**src/rtl/mem_arbiter_if.sv**
```systemverilog
// Request/response and RAM-side signal bundle for mem_arbiter.
// slave = the arbiter itself; master = the core/RAM environment around it.
interface mem_arbiter_if #(
  parameter int WIDTH     = 32,
  parameter int ADDR_BITS = 11
);
  // Handshake: a requester raises req with addr (and wren/wdata) and holds them
  // until ready=1 in the same cycle; that cycle is the accept. The matching
  // valid pulses for exactly one cycle on the following cycle, with no stall.
  logic                 if_req;
  logic [WIDTH-1:0]     if_addr;
  logic                 if_ready;
  logic                 if_valid;
  logic [WIDTH-1:0]     if_rdata;

  logic                 d_req;
  logic                 d_wren;
  logic [WIDTH-1:0]     d_addr;
  logic [WIDTH-1:0]     d_wdata;
  logic                 d_ready;
  logic                 d_valid;
  logic [WIDTH-1:0]     d_rdata;

  logic [ADDR_BITS-1:0] mem_addr;
  logic                 mem_wren;
  logic [WIDTH-1:0]     mem_wdata;
  logic [WIDTH-1:0]     mem_q;

  modport slave (
    input  if_req, if_addr, d_req, d_wren, d_addr, d_wdata, mem_q,
    output if_ready, if_valid, if_rdata, d_ready, d_valid, d_rdata,
           mem_addr, mem_wren, mem_wdata
  );

  modport master (
    output if_req, if_addr, d_req, d_wren, d_addr, d_wdata, mem_q,
    input  if_ready, if_valid, if_rdata, d_ready, d_valid, d_rdata,
           mem_addr, mem_wren, mem_wdata
  );
endinterface

```
**src/rtl/mem_arbiter.sv**
```systemverilog
// Round-robin arbiter sharing one registered-address RAM between instruction
// fetch and load/store, with one-cycle response routing and a flash lockout.
module mem_arbiter #(
  parameter int WIDTH     = 32,
  parameter int ADDR_BITS = 11
) (
  input  logic       clk,
  input  logic       rst,
  input  logic       flash_en,
  mem_arbiter_if.slave bus,
  output logic       busy,
  output logic [1:0] state_dbg,
  output logic       rr_last_dbg
);

  typedef enum logic [1:0] {
    IDLE    = 2'd0,
    RESP_IF = 2'd1,
    RESP_RD = 2'd2,
    RESP_WR = 2'd3
  } state_t;

  typedef enum logic {
    SIDE_IF = 1'b0,
    SIDE_D  = 1'b1
  } side_t;

  state_t               state;
  state_t               state_nxt;
  side_t                rr_last;
  logic [ADDR_BITS-1:0] addr_q;
  logic [ADDR_BITS-1:0] if_word;
  logic [ADDR_BITS-1:0] d_word;
  logic                 contested;
  logic                 grant_if;
  logic                 grant_d;

  // Byte lanes and high address bits are intentionally dropped.
  logic unused_addr_bits;
  assign unused_addr_bits = ^{bus.if_addr[1:0], bus.if_addr[WIDTH-1:ADDR_BITS+2],
                              bus.d_addr[1:0],  bus.d_addr[WIDTH-1:ADDR_BITS+2]};

  always_comb begin
    if_word   = bus.if_addr[ADDR_BITS+1:2];
    d_word    = bus.d_addr[ADDR_BITS+1:2];
    contested = bus.if_req && bus.d_req;
    grant_if  = 1'b0;
    grant_d   = 1'b0;
    if (!rst && !flash_en) begin
      if (contested) begin
        grant_if = (rr_last == SIDE_D);
        grant_d  = (rr_last == SIDE_IF);
      end else begin
        grant_if = bus.if_req;
        grant_d  = bus.d_req;
      end
    end
  end

  // The state names the response owed on the next cycle, chosen by this grant.
  always_comb begin
    state_nxt = IDLE;
    if (grant_if)     state_nxt = RESP_IF;
    else if (grant_d) state_nxt = bus.d_wren ? RESP_WR : RESP_RD;
  end

  always_ff @(posedge clk) begin
    if (rst) begin
      state   <= IDLE;
      rr_last <= SIDE_D;
      addr_q  <= '0;
    end else begin
      state <= state_nxt;
      if (grant_if)     addr_q <= if_word;
      else if (grant_d) addr_q <= d_word;
      // Fairness history only moves when both sides actually competed.
      if (contested && grant_if)     rr_last <= SIDE_IF;
      else if (contested && grant_d) rr_last <= SIDE_D;
    end
  end

  always_comb begin
    bus.if_ready  = grant_if;
    bus.d_ready   = grant_d;
    bus.mem_wren  = grant_d && bus.d_wren;
    bus.mem_wdata = (grant_d && bus.d_wren) ? bus.d_wdata : '0;
    bus.mem_addr  = addr_q;
    if (rst)           bus.mem_addr = '0;
    else if (grant_if) bus.mem_addr = if_word;
    else if (grant_d)  bus.mem_addr = d_word;
  end

  // Reset suppresses a response that was already owed.
  always_comb begin
    bus.if_valid = !rst && (state == RESP_IF);
    bus.if_rdata = bus.if_valid ? bus.mem_q : '0;
    bus.d_valid  = !rst && ((state == RESP_RD) || (state == RESP_WR));
    bus.d_rdata  = (!rst && (state == RESP_RD)) ? bus.mem_q : '0;
    busy         = !rst && (state != IDLE);
    state_dbg    = state;
    rr_last_dbg  = rr_last;
  end

endmodule

```
**src/flat_wrapper.sv**
```systemverilog
// flat-port wrapper written by rule: the top's interface ports become plain ports
module mem_arbiter_flat 
#(
  parameter int WIDTH     = 32,
  parameter int ADDR_BITS = 11
)
  (clk, rst, flash_en, busy, state_dbg, rr_last_dbg, bus_if_req, bus_if_addr, bus_d_req, bus_d_wren, bus_d_addr, bus_d_wdata, bus_mem_q, bus_if_ready, bus_if_valid, bus_if_rdata, bus_d_ready, bus_d_valid, bus_d_rdata, bus_mem_addr, bus_mem_wren, bus_mem_wdata);
  mem_arbiter_if #(.WIDTH(WIDTH), .ADDR_BITS(ADDR_BITS)) bus_i ();
  input  logic clk;
  input  logic rst;
  input  logic flash_en;
  output logic busy;
  output logic [1:0] state_dbg;
  output logic rr_last_dbg;
  input wire logic [$bits(bus_i.if_req)-1:0] bus_if_req;
  input wire logic [$bits(bus_i.if_addr)-1:0] bus_if_addr;
  input wire logic [$bits(bus_i.d_req)-1:0] bus_d_req;
  input wire logic [$bits(bus_i.d_wren)-1:0] bus_d_wren;
  input wire logic [$bits(bus_i.d_addr)-1:0] bus_d_addr;
  input wire logic [$bits(bus_i.d_wdata)-1:0] bus_d_wdata;
  input wire logic [$bits(bus_i.mem_q)-1:0] bus_mem_q;
  output wire logic [$bits(bus_i.if_ready)-1:0] bus_if_ready;
  output wire logic [$bits(bus_i.if_valid)-1:0] bus_if_valid;
  output wire logic [$bits(bus_i.if_rdata)-1:0] bus_if_rdata;
  output wire logic [$bits(bus_i.d_ready)-1:0] bus_d_ready;
  output wire logic [$bits(bus_i.d_valid)-1:0] bus_d_valid;
  output wire logic [$bits(bus_i.d_rdata)-1:0] bus_d_rdata;
  output wire logic [$bits(bus_i.mem_addr)-1:0] bus_mem_addr;
  output wire logic [$bits(bus_i.mem_wren)-1:0] bus_mem_wren;
  output wire logic [$bits(bus_i.mem_wdata)-1:0] bus_mem_wdata;
  assign bus_i.if_req = bus_if_req;
  assign bus_i.if_addr = bus_if_addr;
  assign bus_i.d_req = bus_d_req;
  assign bus_i.d_wren = bus_d_wren;
  assign bus_i.d_addr = bus_d_addr;
  assign bus_i.d_wdata = bus_d_wdata;
  assign bus_i.mem_q = bus_mem_q;
  assign bus_if_ready = bus_i.if_ready;
  assign bus_if_valid = bus_i.if_valid;
  assign bus_if_rdata = bus_i.if_rdata;
  assign bus_d_ready = bus_i.d_ready;
  assign bus_d_valid = bus_i.d_valid;
  assign bus_d_rdata = bus_i.d_rdata;
  assign bus_mem_addr = bus_i.mem_addr;
  assign bus_mem_wren = bus_i.mem_wren;
  assign bus_mem_wdata = bus_i.mem_wdata;
  mem_arbiter #(.WIDTH(WIDTH), .ADDR_BITS(ADDR_BITS)) u_core (.clk(clk), .rst(rst), .flash_en(flash_en), .bus(bus_i), .busy(busy), .state_dbg(state_dbg), .rr_last_dbg(rr_last_dbg));
endmodule
```
**config.mk**
```make
export PLATFORM = sky130hd
export DESIGN_NAME = mem_arbiter_flat
export DESIGN_NICKNAME = d
export VERILOG_FILES = /design/src/rtl/mem_arbiter_if.sv /design/src/rtl/mem_arbiter.sv /design/src/flat_wrapper.sv
export SDC_FILE = /design/constraint.sdc
export NUM_CORES = 1
export LEC_CHECK = 0
export BUFFER_PORTS_ARGS = -buffer_cell sky130_fd_sc_hd__clkbuf_2
export CORE_AREA = 2 2 97 99
export CTS_CLUSTER_DIAMETER = 200
export DETAILED_ROUTE_END_ITERATION = 8
export DIE_AREA = 0 0 99 101
export SLEW_MARGIN = 20
export SYNTH_ARGS = -nofsm -noshare
export SYNTH_HDL_FRONTEND = slang
export SYNTH_SLANG_ARGS = --single-unit
```
**constraint.sdc**
```tcl
create_clock -name clk -period 1.4 [get_ports clk]
set_input_delay 0.07 -clock clk [delete_from_list [all_inputs] [get_ports clk]]
set_output_delay 0.07 -clock clk [all_outputs]
set_load 0.01 [all_outputs]
```
; ---- Word level (Yosys, flattened, before mapping)
; Cells that the tools add are included.
[totals]
elab_cells = 39
ff_bits = 14
output_inout_bits = 116
input_bits = 134
[classes]
mux = 15
reduce_logical = 15
n_eq_ne = 3
bitwise = 2
[ops]
columns = cell, count
row1 = two-way mux 32 bit, 3
row2 = two-way mux 11 bit, 3
row3 = logical AND 1 bit, 9
row4 = two-way mux 1 bit, 9
row5 = == test 2 bit (second input constant), 2
row6 = nonzero test 2 bit, 2
row7 = OR reduction 3 bit, 1
row8 = == test 2 x 1 -> 1 bit (second input constant), 1
row9 = logical NOT 1 bit, 2
row10 = NOT 1 bit, 2
row11 = logical OR 1 bit, 1

; ---- Logic depth before layout (Yosys ltp)
; Gate-level depths: netlist of the first run.
[logic_depth]
depth_word = 6
depth_mapped = 6
depth_no_buf = 3

; ---- Least setup slack after synthesis of the first run
; Ideal clock, no wire load.
[synth_timing]
path_kind = register to register
start = register u_core.rr_last, in the netlist u_core.rr_last_dbg
end = register u_core.addr_q[2]
n_path_buf = 1
t_required_ns = 1.277
path_stages_with_launch = 5
t_arrival_ns = 1.181
setup_time_ns = 0.123
slack_ns = 0.096
synth_period_minus_slack_ns = 1.304
cell_sequence = dfxtp_1 > nand2b_1 > buf_2 > a41o_1 > a31oi_1
[synth_between]
elab_chain_len = 6
elab_cells_between_ends = 8
classes_between = 7 x mux / 1 x bitwise
[synth_lines]
columns = item, line
row1 = "start, declared", mem_arbiter.sv:30  ; side_t rr_last;
row2 = "start signal, assigned", mem_arbiter.sv:70  ; rr_last <= SIDE_D;
row3 = "start signal, assigned", mem_arbiter.sv:77  ; if (contested && grant_if) rr_last <= SIDE_IF;
row4 = "start signal, assigned", mem_arbiter.sv:78  ; else if (contested && grant_d) rr_last <= SIDE_D;
row5 = NOT 1 bit, mem_arbiter.sv:52  ; grant_d = (rr_last == SIDE_IF);
row6 = two-way mux 1 bit, mem_arbiter.sv:50  ; if (contested) begin
row7 = two-way mux 1 bit, mem_arbiter.sv:49  ; if (!rst && !flash_en) begin
row8 = two-way mux 11 bit, --
row9 = two-way mux 11 bit * (2 in a row), --
row10 = named net bus_mem_addr[2], flat_wrapper.sv:28  ; output wire logic [$bits(bus_i.mem_addr)-1:0] bus_mem_addr;
row11 = "end signal, assigned", mem_arbiter.sv:74  ; if (grant_if) addr_q <= if_word;
row12 = "end signal, assigned", mem_arbiter.sv:75  ; else if (grant_d) addr_q <= d_word;
row13 = "end, declared", mem_arbiter.sv:31  ; logic [ADDR_BITS-1:0] addr_q;
; Mark *: on every way through the listed nets, which the timed path passes. The rest lies on a longest branch.
; A chain may end at the register's enable or synchronous reset.

; ---- Worst setup path after layout of the first run
[layout_timing]
start = register u_core.rr_last, in the netlist u_core.rr_last_dbg
end = output bus_mem_addr[1]
[layout_between]
elab_chain_len = 6
elab_cells_between_ends = 8
classes_between = 7 x mux / 1 x bitwise
[layout_lines]
columns = item, line
row1 = NOT 1 bit, mem_arbiter.sv:52
row2 = two-way mux 1 bit, mem_arbiter.sv:50
row3 = two-way mux 1 bit, mem_arbiter.sv:49
row4 = two-way mux 11 bit, mem_arbiter.sv:90  ; else if (grant_d) bus.mem_addr = d_word;
row5 = two-way mux 11 bit *, mem_arbiter.sv:89  ; else if (grant_if) bus.mem_addr = if_word;
row6 = two-way mux 11 bit *, mem_arbiter.sv:88  ; if (rst) bus.mem_addr = '0;
row7 = "end, declared", flat_wrapper.sv:28
; Every way passes the cells marked *; elsewhere a longest branch is shown, timed or not.

==> metrics.txt, run 1 <==
# TYPE chip_impl_metric gauge
chip_impl_metric{name="min_period_over_period",unit="%"} 111
chip_impl_metric{name="die_width",unit="um"} 99
chip_impl_metric{name="yosysSeqAreaShare",unit="%"} 19.3
chip_impl_metric{name="design.portCount",unit=""} 250
chip_impl_metric{name="fp-row-count",unit=""} 35
chip_impl_metric{name="synth_fp_nets",unit=""} 338
chip_impl_metric{name="synth_top_area_share",unit="%"} 41.3
chip_impl_metric{name="antenna_found_initial",unit=""} 0
chip_impl_metric{name="synth-warning-count",unit=""} 0
chip_impl_metric{name="final_net_count",unit=""} 557
chip_impl_info{name="dominant_combinational_cell_family_by_area_after_synthesis",value="simple AND/OR/NAND/NOR gates"} 1
chip_impl_metric{name="number_of_buffers_created_by_cts",unit=""} 3
chip_impl_info{name="failed_checks",value="setup timing"} 1
chip_impl_metric{name="maxClockFrequency",unit="MHz"} 642
chip_impl_metric{name="hold_slack",unit="ns"} 0.101
chip_impl_metric{name="post_cts_clock_slew_at_the_launch_and_capture_registers_of_the_worst_setup_and_hold_paths",unit="ns"} 0.07
chip_impl_metric{name="port-buffer-count",unit=""} 207
chip_impl_info{name="tritoncts",value="yes"} 1
chip_impl_metric{name="period_minus_slack",unit="ns"} 1.56
chip_impl_metric{name="post_drt_wl_per_cell",unit="um"} 14.8
chip_impl_metric{name="start_util",unit="%"} 16.2
chip_impl_metric{name="crit_path_max_fanout",unit=""} 9
chip_impl_info{name="slowest_stage",value="dfxtp_4"} 1
chip_impl_metric{name="drt-pass1-iter-count",unit=""} 4
chip_impl_metric{name="core-area",unit="um^2"} 8980
chip_impl_metric{name="nFillCells",unit=""} 873
chip_impl_metric{name="final_layout_size_suffix_gt1_share",unit="%"} 74.9
chip_impl_metric{name="insertion_delay",unit="ns"} 0.26
chip_impl_metric{name="global_route.usage.met2",unit="%"} 21.9
chip_impl_info{name="rsz_0062_raised_after_global_routing",value="yes"} 1
chip_impl_metric{name="largest_net_degree_at_the_start_of_global_routing",unit=""} 35
chip_impl_metric{name="gr_util_met1",unit="%"} 15.0
chip_impl_info{name="crit-reg2reg-launch",value="u_core.rr_last_dbg"} 1
chip_impl_info{name="r2r-end",value="u_core.addr_q[4]"} 1
chip_impl_metric{name="r2r_worst_path_depth",unit=""} 4
chip_impl_metric{name="clock_sink_count",unit=""} 14
chip_impl_info{name="globalRoute.busiestLayer",value="met2"} 1
chip_impl_metric{name="detail_placement_hpwl",unit="um"} 5090
chip_impl_info{name="status",value="finished with violations"} 1
chip_impl_metric{name="synth.area.mux_share",unit="%"} 0
chip_impl_metric{name="grt_pass1_wl",unit="um"} 9800
chip_impl_metric{name="ff2ff_setup_slack",unit="ns"} 0.24
chip_impl_metric{name="timing.final.setup_violations",unit=""} 94
chip_impl_metric{name="route.vias.total",unit=""} 2317
chip_impl_info{name="crit_path_end",value="bus_mem_addr[1]"} 1
chip_impl_metric{name="synth.avg_cell_area",unit="um^2"} 7.12
chip_impl_metric{name="post-route-worst-setup-slack",unit="ns"} -0.157
chip_impl_metric{name="finish.utilization",unit="%"} 40.9
chip_impl_info{name="critical_path_class",value="flop to output pin"} 1
chip_impl_metric{name="synth_fa_ha_area_share",unit="%"} 0
chip_impl_metric{name="critical_path_arrival",unit="ns"} 1.49
chip_impl_metric{name="areaGrowthSynthToFinish",unit="%"} 153
chip_impl_metric{name="iteration_0_drc_count_of_the_detailed_router",unit=""} 30
chip_impl_metric{name="route.final.wire_length",unit="um"} 7870
chip_impl_metric{name="max-cap-violations",unit=""} 0
chip_impl_info{name="min_path_type",value="primary input to flop"} 1
chip_impl_metric{name="design.die.area",unit="um^2"} 10000
chip_impl_metric{name="remaining_drc_errors",unit=""} 0
chip_impl_metric{name="postCtsHoldBufs",unit=""} 0
chip_impl_metric{name="worst_slew_margin_rel",unit="%"} 67.9
chip_impl_info{name="critical_path.startpoint_type",value="flop"} 1
chip_impl_metric{name="compound_cell_area_share_of_the_yosys_netlist",unit="%"} 17.3
chip_impl_metric{name="worst-endpoint-required",unit="ns"} 1.33
chip_impl_metric{name="grt.overflow.total",unit=""} 0
chip_impl_info{name="worstSetupEndpointType",value="output pin"} 1
chip_impl_metric{name="drt.antenna.violating_nets",unit=""} 0
chip_impl_metric{name="detailed_place.area",unit="um^2"} 2650
chip_impl_metric{name="routabilityCongestion",unit=""} 0.730
chip_impl_metric{name="postLayoutCellArea",unit="um^2"} 3670
chip_impl_info{name="worstSetupStartpoint",value="u_core.rr_last_dbg"} 1
chip_impl_metric{name="grt_usage",unit="%"} 12.1
chip_impl_info{name="synth_top_area_cell",value="and2_1"} 1
chip_impl_metric{name="global_route.usage.met3",unit="%"} 1.80
chip_impl_metric{name="clock_tree.buffer_depth",unit=""} 2
chip_impl_metric{name="powerDensity",unit="nW/um^2"} 408
chip_impl_metric{name="antenna_cells_inserted",unit=""} 0
chip_impl_info{name="dominant_cells_by_area_after_synthesis",value="and2_1 41%, dfxtp_1 19%, a41o_1 7.6%, buf_2 4.8%, a31oi_1 4.7%"} 1
chip_impl_info{name="crit_path_cell_trace",value="a21boi_4 > buf_6 > nand3_1 > a31oi_4 > buf_2"} 1
chip_impl_metric{name="number_of_global_route_vias_before_repair",unit=""} 1971
chip_impl_metric{name="finalHoldViolCount",unit=""} 0
chip_impl_metric{name="total_leakage_power",unit="nW"} 1.97
chip_impl_metric{name="ys_seq_elements",unit=""} 14
chip_impl_info{name="cts-root-buf",value="clkbuf_8"} 1
chip_impl_metric{name="synth_cells",unit=""} 204
chip_impl_metric{name="largest_stage_delay_on_the_critical_path",unit="ns"} 0.37
chip_impl_metric{name="syn-cell-area",unit="um^2"} 1450
chip_impl_metric{name="cts_max_level",unit=""} 1
chip_impl_metric{name="synth_simple_gate_area_share",unit="%"} 51.8
chip_impl_metric{name="post_synth_xor_area_fraction",unit="%"} 0.603
chip_impl_metric{name="worstMarginPinSlew",unit="ns"} 0.481
chip_impl_metric{name="viasPerCell",unit=""} 4.35
chip_impl_metric{name="number_of_distinct_library_cells_after_synthesis",unit=""} 24
chip_impl_metric{name="worst_clock_skew",unit="ns"} 0.00259
chip_impl_metric{name="floorplan.die.height",unit="um"} 101
chip_impl_metric{name="vdd_ir_drop_max",unit="V"} 0.000418
chip_impl_metric{name="timing.final.max_slew_violations",unit=""} 0
-- synth_stat cells --
| cell | count |
|---|---|
| a21bo_2 | 1 |
| a21boi_1 | 1 |
| a31oi_1 | 11 |
| a41o_1 | 11 |
| and2_1 | 96 |
| and2b_1 | 1 |
| and3_1 | 1 |
| buf_2 | 14 |
| buf_4 | 2 |
| buf_6 | 2 |
| clkbuf_1 | 2 |
| dfxtp_1 | 14 |
| inv_1 | 11 |
| inv_2 | 1 |
| nand2b_1 | 3 |
| nand3_1 | 12 |
| nand3b_1 | 1 |
| nor2_1 | 4 |
| nor2_4 | 1 |
| nor2b_1 | 1 |
| nor3b_2 | 1 |
| o21ai_1 | 11 |
| or2_1 | 1 |
| xor2_1 | 1 |
-- report_power, final --
group,internal [mW],switching [mW]
clock network,0.250,0.173
registers,0.421,0.0111
logic,0.347,0.296
-- timing repair --
item | in CTS | in global routing
gates cloned | 4 | 4
setup buffers | 9 | 1
pin swaps | 14 | 46
gates resized for setup | 55 | 220
endpoints found under the setup margin | 109 | 109
-- cell type report --
class                           instances  area (um^2)  share of cell area (%)
Clock buffer                            4         55.1                    1.50
Inverter                               12         45.0                    1.23
Multi-Input combinational cell        158         1370                    37.2
Sequential cell                        14          292                    7.94
Tap cell                              111          139                    3.78
Timing Repair Buffer                  234         1780                    48.3
-- state kept, by name (all words and copies together), names as in the netlist --
| signal | flops |
|---|---|
| u_core.addr_q | 11 |
| u_core.rr_last_dbg | 1 |
| u_core.state_dbg | 2 |
-- critical path: cells and delay by family, from the launching register on --
kind	cells	cell delay, ns
AOI/OAI and AO/OA	2	0.40
DFF	1	0.37
buffers and inverters	2	0.32
and+or+nand+nor	1	0.14
-- how the worst min path moves through the flow --
stage              startpoint             endpoint  slack [ns]  cells after the start
3_5_place_dp    bus_d_addr[6]     u_core.addr_q[4]        0.35                      3
6_report       bus_d_addr[10]     u_core.addr_q[8]        0.10                      3
3_3_place_gp    bus_d_addr[4]     u_core.addr_q[2]        0.35                      3
2_1_floorplan      bus_if_req  u_core.state_dbg[0]        0.27                      2
4_1_cts         bus_d_addr[6]     u_core.addr_q[4]         0.1                      3
5_1_grt        bus_d_addr[10]     u_core.addr_q[8]        0.11                      3
-- cells in the final DEF, fill, tap and decap left out, drive strengths merged, types with 3 or more instances in the layout --
cell type,instances
clkbuf,109
o21ai,11
and2,96
a31oi,11
dfxtp,14
nand2b,3
nand3,12
a41o,11
inv,12
buf,129
nor2,5
-- layer usage --
layer	wire, um	part of all wire (%)
met1	2930	37
met2	4230	54
met3	623	7.9
met4	85	1.1
met5	0	0
-- metrics by stage --
| step | power [mW] | worst slack [ns] | TNS (ns) | instances |
|---|---|---|---|---|
| 2_1_floorplan | 0.637 | 0.0957 | 0 | 204 |
| 3_3_place_gp | 0.885 | 0.0123 | 0 | 514 |
| 3_5_place_dp | 0.890 | -0.0118 | -0.0410 | 514 |
| 4_1_cts | 1.41 | -0.153 | -8.77 | 531 |
| 5_1_grt | 1.58 | -0.216 | -13.38 | 533 |
| 6_report | 1.50 | -0.157 | -8.21 | 533 |
-- logic make-up after synthesis --
| logic type | after synthesis |
|---|---|
| flip-flops | 14 |
| XOR/XNOR | 1 |
| buffers and inverters | 32 |
| AND/OR/NAND/NOR | 122 |
| AO/OA/AOI/OAI | 35 |
Power figures use the tool's default switching activity.
==> run 2: changes to the inputs <==
MAX_ROUTING_LAYER = met4   (was default)
SLEW_MARGIN = 30   (was 20)
==> run 2 against run 1 <==
The flow still finishes with violations (setup timing). Largest cell class unchanged. Hold slack lost 0.00084 ns. Sequential power about the same. Via count decreased by 0.52%. Wire length about the same. Highest routed layer unchanged. Core utilization is the same. Sequential share of layout area did not move.
==> metrics.txt, run 2 (synthesis gave the netlist of run 1 again) <==
# TYPE chip_impl_metric gauge
chip_impl_metric{name="cts_max_level",unit=""} 1
chip_impl_metric{name="critical_path_arrival",unit="ns"} 1.49
chip_impl_metric{name="min_period_over_period",unit="%"} 112
chip_impl_metric{name="design.portCount",unit=""} 250
chip_impl_metric{name="viasPerCell",unit=""} 4.32
chip_impl_metric{name="place_inst",unit=""} 514
chip_impl_info{name="tritoncts",value="yes"} 1
chip_impl_info{name="layout.cells.most_common",value="clkbuf_2"} 1
chip_impl_metric{name="port-buffer-count",unit=""} 207
chip_impl_metric{name="route.vias.total",unit=""} 2305
chip_impl_metric{name="worst_slew_margin_rel",unit="%"} 67.3
chip_impl_metric{name="number_of_global_route_vias_before_repair",unit=""} 1972
chip_impl_metric{name="crit_path_max_fanout",unit=""} 9
chip_impl_metric{name="clock_tree.buffer_depth",unit=""} 2
chip_impl_metric{name="detail_placement_hpwl",unit="um"} 5090
chip_impl_metric{name="final_net_count",unit=""} 557
chip_impl_metric{name="timing.final.setup_violations",unit=""} 94
chip_impl_info{name="family_with_the_most_delay_on_the_worst_path",value="compound AO/OA/AOI/OAI gates"} 1
chip_impl_metric{name="p_int",unit="mW"} 1.02
chip_impl_info{name="crit_path_cell_trace",value="a21boi_4 > buf_6 > nand3_1 > a31oi_4 > buf_2"} 1
chip_impl_metric{name="core-area",unit="um^2"} 8980
chip_impl_info{name="rsz_0062_raised_after_global_routing",value="yes"} 1
chip_impl_metric{name="largest_stage_delay_on_the_critical_path",unit="ns"} 0.37
chip_impl_metric{name="worst-endpoint-required",unit="ns"} 1.33
chip_impl_metric{name="finalHoldViolCount",unit=""} 0
chip_impl_info{name="mostFrequentLayoutCells",value="102 x clkbuf_2, 69 x buf_6, 52 x and2_4, 46 x buf_2, 44 x and2_1"} 1
chip_impl_metric{name="total_leakage_power",unit="nW"} 1.97
chip_impl_metric{name="route.final.wire_length",unit="um"} 7860
chip_impl_metric{name="post_layout_nonfiller_instances",unit=""} 533
chip_impl_metric{name="largest_reg_flops",unit=""} 11
chip_impl_metric{name="antenna_cells_inserted",unit=""} 0
chip_impl_metric{name="fp-row-count",unit=""} 35
chip_impl_metric{name="grt_usage",unit="%"} 12.4
chip_impl_metric{name="post_drt_wl_per_cell",unit="um"} 14.8
chip_impl_metric{name="areaGrowthSynthToFinish",unit="%"} 153
chip_impl_info{name="register_with_the_highest_flop_count",value="u_core.addr_q"} 1
chip_impl_metric{name="worst-path-buf-inv",unit=""} 2
chip_impl_metric{name="post_cts_clock_slew_at_the_launch_and_capture_registers_of_the_worst_setup_and_hold_paths",unit="ns"} 0.07
chip_impl_metric{name="maxClockFrequency",unit="MHz"} 640
chip_impl_info{name="cts-root-buf",value="clkbuf_8"} 1
chip_impl_metric{name="drt.antenna.violating_nets",unit=""} 0
chip_impl_metric{name="switching_share",unit="%"} 32.1
chip_impl_metric{name="final_layout_size_suffix_gt1_share",unit="%"} 74.9
chip_impl_metric{name="post-route-worst-setup-slack",unit="ns"} -0.163
chip_impl_metric{name="die_width",unit="um"} 99
chip_impl_info{name="critical_path_class",value="flop to output pin"} 1
chip_impl_metric{name="powerDensity",unit="nW/um^2"} 408
chip_impl_metric{name="postCtsHoldBufs",unit=""} 0
chip_impl_metric{name="period_minus_slack",unit="ns"} 1.56
chip_impl_metric{name="start_util",unit="%"} 16.2
chip_impl_metric{name="max-cap-violations",unit=""} 0
chip_impl_metric{name="number_of_buffers_created_by_cts",unit=""} 3
chip_impl_metric{name="clock_share_of_power",unit="%"} 28.3
chip_impl_metric{name="antenna_found_initial",unit=""} 0
chip_impl_metric{name="design.die.area",unit="um^2"} 10000
chip_impl_metric{name="grt_pass1_wl",unit="um"} 9830
chip_impl_info{name="failed_checks",value="setup timing"} 1
chip_impl_metric{name="insertion_delay",unit="ns"} 0.26
chip_impl_metric{name="floorplan.die.height",unit="um"} 101
chip_impl_metric{name="power.share.sequential",unit="%"} 28.8
chip_impl_metric{name="power.net_switching",unit="mW"} 0.481
chip_impl_info{name="status",value="finished with violations"} 1
chip_impl_metric{name="largest_net_degree_at_the_start_of_global_routing",unit=""} 35
chip_impl_metric{name="timing.final.max_slew_violations",unit=""} 0
chip_impl_metric{name="vdd_ir_drop_max",unit="V"} 0.000419
chip_impl_metric{name="drt-pass1-iter-count",unit=""} 4
chip_impl_metric{name="clock_sink_count",unit=""} 14
chip_impl_metric{name="dp_worst_setup_slack",unit="ns"} -0.0118
chip_impl_metric{name="grt.overflow.total",unit=""} 0
chip_impl_metric{name="power.combinational.fraction",unit="%"} 42.9
chip_impl_metric{name="worst_clock_skew",unit="ns"} 0.00295
chip_impl_metric{name="setup_tns",unit="ns"} -8.28
chip_impl_metric{name="iteration_0_drc_count_of_the_detailed_router",unit=""} 30
chip_impl_metric{name="hold_slack",unit="ns"} 0.101
chip_impl_metric{name="routabilityCongestion",unit=""} 0.738
chip_impl_info{name="critical_path.startpoint_type",value="flop"} 1
chip_impl_info{name="slowest_stage",value="dfxtp_4"} 1
chip_impl_info{name="min_path_type",value="primary input to flop"} 1
chip_impl_info{name="worstSetupEndpointType",value="output pin"} 1
chip_impl_metric{name="worstMarginPinSlew",unit="ns"} 0.491
chip_impl_metric{name="finish.utilization",unit="%"} 40.9
chip_impl_metric{name="remaining_drc_errors",unit=""} 0
[run 2: cell counts in the layout (fill, tap and decap cells not counted)]
Identical to the previous run, type by type.
[run 2: repair_timing]
action,CTS,global route
setup endpoints to repair,109,109
setup buffers,9,1
endpoints found under the hold margin,0,0
resized for setup,55,220
pin swaps,14,46
gates cloned,4,4
[run 2: cell type report]
cell class	count	area, um^2
fill	873	5300
tap	111	139
multi-input combinational	158	1370
clock buffer	4	55.1
inverter	12	45.0
timing repair buffer	234	1780
sequential	14	292
[run 2: tightest hold or removal path, stage by stage]
cell	delay, ns
clkbuf_2	0.08
nand3_2	0.07
a31oi_4	0.09
[run 2: path summary, 6_finish.rpt]
path / cells past startpoint / start / slack [ns] / end
max: 5 / u_core.rr_last_dbg / -0.16 / bus_mem_addr[1]
min: 3 / bus_d_addr[10] / 0.10 / u_core.addr_q[8]
min reg2reg: 2 / u_core.addr_q[9] / 0.53 / u_core.addr_q[9]
max reg2reg: 4 / u_core.rr_last_dbg / 0.24 / u_core.addr_q[4]
[run 2: routing by layer]
metal  GRT usage, %  share of wire, %  vias to the layer above
li1               -                 -                     1110
met3           1.32               7.1                        7
met5              -                 0                        -
met4           2.85              0.94                        0
met2           21.9                54                      123
met1           15.3                38                     1065
[run 2: per-stage QoR]
step / total power [mW] / area [um^2]
after global placement: 0.885 / 2650
after floorplan: 0.637 / 1450
after CTS: 1.41 / 3110
after detailed placement: 0.890 / 2650
after global routing: 1.58 / 3670
final: 1.50 / 3670
[run 2: power by group through the flow]
stage	Sequential (mW)	Combinational (mW)	Clock, mW
2_1_floorplan	0.441	0.196	0
3_3_place_gp	0.442	0.443	0
3_5_place_dp	0.443	0.447	0
4_1_cts	0.431	0.557	0.423
5_1_grt	0.434	0.690	0.452
6_report	0.432	0.643	0.424
==> run 3: changes to the inputs <==
RECOVER_POWER = 100   (was default)
clock period = 1.6 ns   (was 1.4 ns; I/O delays follow)
==> run 3 against run 2 <==
The flow still finishes with violations (setup timing). Die area is the same. Clock power shrank 17%. Critical path depth is the same. Global-route usage shrank 2.0 points. Setup slack gained 0.16 ns. Via count shrank 5.5%.
==> metrics.txt, run 3 (synthesis gave the netlist of run 1 again) <==
# TYPE chip_impl_metric gauge
chip_impl_info{name="status",value="finished with violations"} 1
chip_impl_info{name="failed_checks",value="setup timing"} 1
chip_impl_info{name="cts-root-buf",value="clkbuf_8"} 1
chip_impl_metric{name="worst_slew_margin_rel",unit="%"} 68.4
chip_impl_info{name="r2r-end",value="u_core.addr_q[2]"} 1
chip_impl_metric{name="post-route-worst-setup-slack",unit="ns"} -0.00586
chip_impl_metric{name="worstMarginPinSlew",unit="ns"} 0.474
chip_impl_info{name="slowest_stage",value="dfxtp_4"} 1
chip_impl_metric{name="final_layout_size_suffix_gt1_share",unit="%"} 60.1
chip_impl_metric{name="post_layout_nonfiller_instances",unit=""} 520
chip_impl_metric{name="floorplan.die.height",unit="um"} 101
chip_impl_metric{name="number_of_global_route_vias_before_repair",unit=""} 1768
chip_impl_metric{name="place_inst",unit=""} 513
chip_impl_metric{name="iteration_0_drc_count_of_the_detailed_router",unit=""} 64
chip_impl_metric{name="viasPerCell",unit=""} 4.19
chip_impl_metric{name="routabilityCongestion",unit=""} 0.765
chip_impl_metric{name="critical_path_arrival",unit="ns"} 1.53
chip_impl_metric{name="total_leakage_power",unit="nW"} 1.69
chip_impl_info{name="tritoncts",value="yes"} 1
chip_impl_metric{name="drt.antenna.violating_nets",unit=""} 0
chip_impl_metric{name="global_route.usage.met2",unit="%"} 18.2
chip_impl_metric{name="timing.final.setup_violations",unit=""} 1
chip_impl_metric{name="final_net_count",unit=""} 544
chip_impl_metric{name="cts_max_level",unit=""} 1
chip_impl_metric{name="grt_usage",unit="%"} 10.5
chip_impl_metric{name="start_util",unit="%"} 16.2
chip_impl_info{name="min_path_type",value="primary input to flop"} 1
chip_impl_metric{name="largest_reg_flops",unit=""} 11
chip_impl_metric{name="post_drt_wl_per_cell",unit="um"} 12.2
chip_impl_metric{name="crit_path_max_fanout",unit=""} 5
chip_impl_metric{name="worst-endpoint-required",unit="ns"} 1.52
chip_impl_metric{name="drt-pass1-iter-count",unit=""} 4
chip_impl_info{name="crit_path_end",value="bus_mem_addr[2]"} 1
chip_impl_info{name="globalRoute.busiestLayer",value="met2"} 1
chip_impl_metric{name="design.die.area",unit="um^2"} 10000
chip_impl_metric{name="areaGrowthSynthToFinish",unit="%"} 97.1
chip_impl_metric{name="gr_util_met1",unit="%"} 13.2
chip_impl_metric{name="die_width",unit="um"} 99
chip_impl_metric{name="ff2ff_setup_slack",unit="ns"} 0.39
chip_impl_metric{name="nFillCells",unit=""} 967
chip_impl_metric{name="fp-row-count",unit=""} 35
chip_impl_metric{name="largest_stage_delay_on_the_critical_path",unit="ns"} 0.37
chip_impl_info{name="layout.cells.most_common",value="clkbuf_2"} 1
chip_impl_metric{name="design.portCount",unit=""} 250
chip_impl_info{name="worstSetupStartpoint",value="u_core.rr_last_dbg"} 1
chip_impl_metric{name="number_of_buffers_created_by_cts",unit=""} 3
chip_impl_info{name="worstSetupEndpointType",value="output pin"} 1
chip_impl_info{name="critical_path.startpoint_type",value="flop"} 1
chip_impl_metric{name="clock_sink_count",unit=""} 14
chip_impl_metric{name="finalHoldViolCount",unit=""} 0
chip_impl_metric{name="detailed_place.area",unit="um^2"} 2620
chip_impl_metric{name="postLayoutCellArea",unit="um^2"} 2860
chip_impl_metric{name="maxClockFrequency",unit="MHz"} 623
chip_impl_metric{name="route.final.wire_length",unit="um"} 6330
chip_impl_metric{name="remaining_drc_errors",unit=""} 0
chip_impl_metric{name="timing.final.max_slew_violations",unit=""} 0
chip_impl_metric{name="detail_placement_hpwl",unit="um"} 5020
chip_impl_metric{name="largest_net_degree_at_the_start_of_global_routing",unit=""} 35
chip_impl_info{name="crit_path_cell_trace",value="nand2b_4 > clkbuf_16 > a41o_1 > a31oi_2 > buf_2"} 1
chip_impl_info{name="register_with_the_highest_flop_count",value="u_core.addr_q"} 1
chip_impl_metric{name="antenna_found_initial",unit=""} 0
chip_impl_metric{name="post_cts_clock_slew_at_the_launch_and_capture_registers_of_the_worst_setup_and_hold_paths",unit="ns"} 0.06
chip_impl_metric{name="core-area",unit="um^2"} 8980
chip_impl_metric{name="vdd_ir_drop_max",unit="V"} 0.000381
chip_impl_metric{name="grt_pass1_wl",unit="um"} 8560
chip_impl_metric{name="clock_tree.buffer_depth",unit=""} 2
chip_impl_metric{name="postCtsHoldBufs",unit=""} 0
chip_impl_metric{name="r2r_worst_path_depth",unit=""} 4
chip_impl_metric{name="period_minus_slack",unit="ns"} 1.61
chip_impl_info{name="critical_path_class",value="flop to output pin"} 1
chip_impl_metric{name="grt.overflow.total",unit=""} 0
chip_impl_metric{name="route.vias.total",unit=""} 2178
chip_impl_info{name="mostFrequentLayoutCells",value="192 x clkbuf_2, 94 x and2_1, 15 x buf_2"} 1
chip_impl_metric{name="max-cap-violations",unit=""} 0
chip_impl_metric{name="worst_clock_skew",unit="ns"} 0.00219
chip_impl_info{name="worst_hold_startpoint",value="bus_d_addr[12]"} 1
chip_impl_metric{name="powerDensity",unit="nW/um^2"} 404
chip_impl_info{name="rsz_0062_raised_after_global_routing",value="yes"} 1
chip_impl_metric{name="min_period_over_period",unit="%"} 100
chip_impl_metric{name="port-buffer-count",unit=""} 207
chip_impl_metric{name="insertion_delay",unit="ns"} 0.25
chip_impl_metric{name="antenna_cells_inserted",unit=""} 0
chip_impl_info{name="crit-reg2reg-launch",value="u_core.rr_last_dbg"} 1
chip_impl_metric{name="global_route.usage.met3",unit="%"} 1.60
==> run 3: cell count changes in the layout (fill, tap and decap cells not counted), moves of 2 or more <==
cell,previous run,this run
clkbuf_2,102,192
buf_6,69,1
and2_1,44,94
and2_4,52,2
buf_2,46,15
a31oi_4,10,0
a31oi_2,1,7
a31oi_1,0,4
dfxtp_2,0,2
dfxtp_4,3,1
nand3_1,9,11
nand3_2,2,0
==> run 3: power by group <==
group | leakage [nW] | internal (mW) | switching [mW]
Clock | 0.0288 | 0.218 | 0.136
Sequential | 0.116 | 0.371 | 0.0110
Combinational | 1.54 | 0.216 | 0.204
==> run 3: per-layer routing <==
layer	vias up	wire, um
met4	0	23
li1	1081	-
met1	958	2520
met3	5	641
met5	-	0
met2	134	3150
==> run 3: cell type report <==
class	count	area, um^2	area share [%]
Timing Repair Buffer	221	1220	42.8
Multi-Input combinational cell	158	1110	38.9
Sequential cell	14	287	10.0
Tap cell	111	139	4.85
Clock buffer	4	55.1	1.92
Inverter	12	45.0	1.57
==> run 3: critical path: cells and delay by family (launching register included) <==
kind,cells,cell delay [ns]
buf+inv,2,0.33
compound gates,2,0.40
simple gates,1,0.18
flops,1,0.37
==> run 3: worst min path at each step <==
stage                                      to  slack (ns)  cells after the start
final                       u_core.addr_q[10]         0.1                      3
after global routing         u_core.addr_q[3]        0.12                      3
after CTS                   u_core.addr_q[10]        0.10                      3
after detailed placement    u_core.addr_q[10]        0.36                      3
after global placement       u_core.addr_q[4]        0.36                      3
after floorplan           u_core.state_dbg[0]        0.28                      2
==> run 3: what timing repair did <==
action                                  CTS  global route
gates resized for setup                   8            35
pin swaps                                 0            11
endpoints found under the setup margin   43            79
cloned                                    0             2
buffers inserted                          0             1
==> run 3: per-stage QoR <==
stage	hold WS (ns)	total power [mW]	TNS (ns)	utilization (%)	setup WS, ns
final	0.0983	1.16	-0.00586	31.9	-0.00586
after global routing	0.124	1.22	-0.118	31.9	-0.0304
after CTS	0.103	1.13	0	30.2	0.00284
after detailed placement	0.365	0.770	0	29.2	0.135
after global placement	0.359	0.766	0	29.2	0.181
after floorplan	0.282	0.557	0	-	0.296
